$ cat src/rtl/sqd_word_sequencer.sv
// Sequencer for a shared serial bit-sequence detector: shifts one parallel word per job into the
// detector, records the detector's Mealy output per bit, and reports a match map and count.
module sqd_word_sequencer #(
  parameter int WIDTH     = 8,
  parameter int CNT_W     = 4,
  parameter bit MSB_FIRST = 1'b1
) (
  input  logic             CLK,
  input  logic             RESET,
  input  logic             START,
  input  logic [WIDTH-1:0] WORD_IN,
  input  logic             ABORT,
  output logic             READY,
  output logic             DONE,
  output logic [WIDTH-1:0] MATCH_MAP,
  output logic [CNT_W-1:0] MATCH_CNT,
  output logic             DET_X,
  output logic             DET_RESET,
  input  logic             DET_Z
);

  localparam logic [0:0] ST_IDLE  = 1'b0;
  localparam logic [0:0] ST_SHIFT = 1'b1;
  localparam logic [CNT_W-1:0] K_LAST = CNT_W'(WIDTH - 1);

  logic [0:0]       state_q, state_d;
  logic             ready_q, ready_d;
  logic             done_q, done_d;
  logic             det_reset_q, det_reset_d;
  logic [WIDTH-1:0] shift_q, shift_d;
  logic [CNT_W-1:0] k_q, k_d;
  logic [WIDTH-1:0] map_q, map_d;
  logic [CNT_W-1:0] cnt_q, cnt_d;
  logic [CNT_W-1:0] pos_s;
  logic [WIDTH-1:0] pos_mask_s;

  // The shift register empties itself as it shifts, so it reads zero whenever idle.
  assign DET_X      = MSB_FIRST ? shift_q[WIDTH-1] : shift_q[0];
  assign pos_s      = MSB_FIRST ? (K_LAST - k_q) : k_q;
  assign pos_mask_s = {{(WIDTH-1){1'b0}}, 1'b1} << pos_s;

  assign READY     = ready_q;
  assign DONE      = done_q;
  assign MATCH_MAP = map_q;
  assign MATCH_CNT = cnt_q;
  assign DET_RESET = det_reset_q;

  // Next-state and datapath update for the idle/shift job sequence.
  always_comb begin
    state_d     = state_q;
    ready_d     = ready_q;
    done_d      = 1'b0;
    det_reset_d = det_reset_q;
    shift_d     = shift_q;
    k_d         = k_q;
    map_d       = map_q;
    cnt_d       = cnt_q;
    case (state_q)
      ST_IDLE: begin
        if (START) begin
          state_d     = ST_SHIFT;
          ready_d     = 1'b0;
          det_reset_d = 1'b0;
          shift_d     = WORD_IN;
          k_d         = {CNT_W{1'b0}};
          map_d       = {WIDTH{1'b0}};
          cnt_d       = {CNT_W{1'b0}};
        end else begin
          ready_d     = 1'b1;
          det_reset_d = 1'b1;
        end
      end
      ST_SHIFT: begin
        if (ABORT) begin
          // Current bit is dropped; partial results stay visible.
          state_d     = ST_IDLE;
          ready_d     = 1'b1;
          det_reset_d = 1'b1;
          shift_d     = {WIDTH{1'b0}};
          k_d         = {CNT_W{1'b0}};
        end else begin
          map_d   = DET_Z ? (map_q | pos_mask_s) : (map_q & ~pos_mask_s);
          cnt_d   = cnt_q + {{(CNT_W-1){1'b0}}, DET_Z};
          shift_d = MSB_FIRST ? {shift_q[WIDTH-2:0], 1'b0} : {1'b0, shift_q[WIDTH-1:1]};
          if (k_q == K_LAST) begin
            state_d     = ST_IDLE;
            ready_d     = 1'b1;
            done_d      = 1'b1;
            det_reset_d = 1'b1;
            k_d         = {CNT_W{1'b0}};
          end else begin
            k_d = k_q + {{(CNT_W-1){1'b0}}, 1'b1};
          end
        end
      end
      default: begin
        state_d     = ST_IDLE;
        ready_d     = 1'b1;
        det_reset_d = 1'b1;
        shift_d     = {WIDTH{1'b0}};
        k_d         = {CNT_W{1'b0}};
      end
    endcase
  end

  // State and output registers; reset puts the detector in reset immediately.
  always_ff @(posedge CLK or posedge RESET) begin
    if (RESET) begin
      state_q     <= ST_IDLE;
      ready_q     <= 1'b1;
      done_q      <= 1'b0;
      det_reset_q <= 1'b1;
      shift_q     <= {WIDTH{1'b0}};
      k_q         <= {CNT_W{1'b0}};
      map_q       <= {WIDTH{1'b0}};
      cnt_q       <= {CNT_W{1'b0}};
    end else begin
      state_q     <= state_d;
      ready_q     <= ready_d;
      done_q      <= done_d;
      det_reset_q <= det_reset_d;
      shift_q     <= shift_d;
      k_q         <= k_d;
      map_q       <= map_d;
      cnt_q       <= cnt_d;
    end
  end

endmodule
$ cat config.mk
export PLATFORM = sky130hd
export DESIGN_NAME = sqd_word_sequencer
export DESIGN_NICKNAME = d
export VERILOG_FILES = /design/src/rtl/sqd_word_sequencer.sv
export SDC_FILE = /design/constraint.sdc
export NUM_CORES = 1
export LEC_CHECK = 0
export BUFFER_PORTS_ARGS = -buffer_cell sky130_fd_sc_hd__buf_2
export CAP_MARGIN = 20
export CORE_ASPECT_RATIO = 1.25
export CORE_UTILIZATION = 40
export DETAILED_ROUTE_END_ITERATION = 6
export SETUP_SLACK_MARGIN = 0.05
export SLEW_MARGIN = 20
export SYNTH_ARGS = -nofsm -noshare
export SYNTH_HDL_FRONTEND = slang
export SYNTH_SLANG_ARGS = --single-unit
$ cat constraint.sdc
create_clock -name CLK -period 1.3 [get_ports CLK]
set_input_delay 0.325 -clock CLK [delete_from_list [all_inputs] [get_ports CLK]]
set_output_delay 0.325 -clock CLK [all_outputs]
set_load 0.05 [all_outputs]
==> implementation parameters <==
Parameter                              Value

Finish
  Area grow syn2layout ... 40.2%
  Fraction of layout instances using a drive strength above 1 ... 38.7%
  Nets@finish ... 190
  Antenna diode instance count ... 0
  Final Cell Area ... 1850 µm²

Synth
  Post-Synth Adder-Cell Area ... 7.59%
  Net count after synthesis ... 142
  Largest area contributor in the synthesized netlist ... dfrtp_1
  Dominant combinational cell family by area after synthesis ... simple AND/OR/NAND/NOR gates
  Synthesis-stage register bit count ... 27
  Share of synthesized area spent on multiplexers ... 12.9%
  Synth Area in Compound Gates ... 9.20%
  Most numerous cell in the Yosys netlist ... dfrtp_1
  Seq/Total Area, Yosys ... between 50% and 60%
  Synthesized instance count ... 121
  Top cells by instance count after synthesis ... 26 x dfrtp_1, 18 x nand2_1, 17 x mux2i_1
  Count of flip-flops with a built-in enable after synthesis ... 0
  Synth async-reset ratio ... 100%
  Number of distinct library cells after synthesis ... 24
  Xor/xnor share of the synthesized area ... 0%
  Synth top area share ... 49.3%
  Netlist area before placement ... 1320 µm²
  Synthesis Warnings ... 0
  Top cells by area, synth ... dfrtp_1 49%, mux2i_1 13%, ha_1 7.6%
  Average footprint of a synthesized cell ... 10.9 µm²
  Main flop type after synthesis ... dfrtp_1
  Synthesized-area fraction occupied by and/or/nand/nor cells ... 14.5%

Setup path
  Capturing point of the worst reg2reg path ... MATCH_MAP[4]
  Origin of the critical flop-to-flop path ... k_q[1]
  Critical path cell sequence ... buf_6
  Critical path data required time ... 0.98 ns
  Sum of buffers and inverters on the critical path ... 1
  Type of the worst setup path ... flip-flop to primary output
  Reg2reg path depth ... 5
  Slack of the worst reg-to-reg path ... 0.01 ns
  Max FO, Critical Path ... 3
  Critical Path Slowest Stage Cell ... dfstp_2
  Kind of capture point of the worst setup path ... primary output
  Cell class contributing the biggest share of worst-path delay ... flip-flops
  Data arrival time of the worst path ... 1.07 ns
  Critical path launch point type ... flip-flop
  Worst stage delay on the critical path ... 0.58 ns

GRT
  Largest net degree at the start of global routing ... 18
  Overflow after GRT ... 0
  Total routing resource utilization after global routing ... 19.5%
  Initial antenna violation count ... 0
  Number of global-route vias before repair ... 1124
  Wire length of the first global-routing pass ... 4890 µm

Pwr
  IR Drop Worst-Case VDD ... 771 µV
  P per Cell Area ... 1110 nW/µm²
  Final Total Pwr ... slightly above 2 mW
  Leakage power figure ... approximately 0.9 nW

Clock tree
  Clock Root Buffer ... clkbuf_4
  Clk sink count ... 27
  Clock edge transition at the registers on the reported setup and hold paths ... ~0.14 ns
  Clock tree buffer depth ... 2
  Clk_lat worst skew ... 0.33 ns
  H-tree depth ... 1
  CTS buffer count ... 3
  CTS tree ... done

Floorplan
  Core region area ... 3030 µm²
  Die footprint ... 3530 µm²
  Number of standard-cell rows in the floorplan ... 22
  Die outline width ... around 53 µm
  Num ports ... 29
  Effective utilization at floorplan ... 43.6%
  Vertical die dimension ... 66.2 µm

STA
  Final hold viol count ... 0
  Worst-case setup margin in the final layout ... -0.0951 ns
  Unrepaired setup endpoints after global routing ... true
  Final setup violation count ... 2
  Worst slew margin relative to its limit ... 79.2%
  Worst clock skew on the final layout ... between 0.005 and 0.006 ns
  Post-route fraction of the period consumed by the critical path ... 107%
  Worst Max-Slew Pin Slew ... between 0.3 and 0.4 ns
  Final max-slew violation count ... 0
  Minimum period implied by the final worst setup slack ... 1.40 ns
  Maximum frequency from static timing analysis ... a little over 0.7 GHz

Status
  Failing checks ... negative setup slack
  Result of the run ... complete, but fails checks

Drt
  Sum of routed wire length over all layers ... 2880 µm
  Vias after detailed routing ... 1052
  Via density per instance ... 5.16
  DRT iter0 DRCs ... 9
  Number of remaining DRC errors ... 0
  Detailed-route wire length per cell ... 14.1 µm
  Antenna violation net count after detailed routing ... 0
  Pre-Repair DR Iteration Count ... 4

Hold path
  Path category of the worst min-delay check ... input pin to flip-flop
  Depth of the worst hold-timing path ... 2
  Min-Delay Endpoint ... shift_q[6]
  Start point of the worst min-delay path ... ABORT

Placement
  Final Wtd Congestion ... 0.834
  Instance area after placement ... roughly 1600 µm²
  Number of input and output port buffers inserted ... 28
  Pre-CTS worst setup slack ... 0.0377 ns
  Dpl hpwl ... about 2000 µm

Flow run
  Reported max-cap violation count ... 0
cells by family after synthesis:
kind of cell             count (synthesis)
adder cells (fa/ha/maj)                  8
flip-flops                              27
buffers and inverters                   11
AND/OR/NAND/NOR                         40
AO/OA/AOI/OAI                           18
multiplexers                            17
worst max path at each step:
stage               slack [ns]          from           end  cells after the start
global route             -0.13     DET_RESET     DET_RESET                      1
CTS                      -0.11     DET_RESET         READY                      1
global placement          0.06         ABORT  MATCH_MAP[0]                      4
finish                    -0.1     DET_RESET         READY                      1
floorplan                 0.05  MATCH_CNT[0]  MATCH_CNT[1]                      3
detailed placement        0.04         ABORT  MATCH_MAP[4]                      4
where the power goes:
| group | total, mW | switching (mW) | internal, mW |
|---|---|---|---|
| logic | 0.683 | 0.381 | 0.301 |
| registers | 1.00 | 0.0695 | 0.934 |
| clock network | 0.362 | 0.242 | 0.120 |
final cells by class:
cell class              count  area, µm²
flip-flops and latches     27        681
repair buffers             49        415
clock buffers               4       26.3
well taps                  36       45.0
fillers                   265       1180
inverters                   5       18.8
multi-input cells          83        663
what timing repair did:
action	4_1_cts	5_1_grt
pin swaps	4	4
setup endpoints to repair	18	26
setup buffers	9	4
hold buffers	1	0
cloned	0	0
endpoints found under the hold margin	18	0
resized for setup	41	6
sequential cells by signal (all words and copies together), names as in the netlist:
signal     flops
MATCH_CNT      4
DET_RESET      1
MATCH_MAP      8
DONE           1
shift_q        8
state_q        1
k_q            4
routing by layer:
layer | GRT usage (%) | vias up | share of wire (%)
met4 | 9.21 | 0 | 1.8
met2 | 37.5 | 23 | 56
li1 | - | 513 | -
met3 | 2.53 | 5 | 2.5
met1 | 19.7 | 511 | 40
met5 | 0 | - | 0
stage by stage:
step	hold WS [ns]	TNS [ns]	std cells	util, %
floorplan	0.377	0	121	-
global placement	0.335	0	186	51.2
detailed placement	0.348	0	186	51.2
CTS	0.214	-0.218	200	59.4
global route	0.227	-0.345	204	61.1
finish	0.226	-0.190	204	61.1
layout by cell type, fill, tap and decap left out, types with 4 or more instances in the layout:
cell / n
dfrtp_1: 23
nand2_1: 18
inv_1: 4
o21ai_0: 7
mux2i_1: 17
buf_6: 18
buf_4: 17
nand3_1: 7
nor2_1: 5
ha_4: 5
buf_2: 12
No activity file was read; power rests on OpenSTA's default activity.
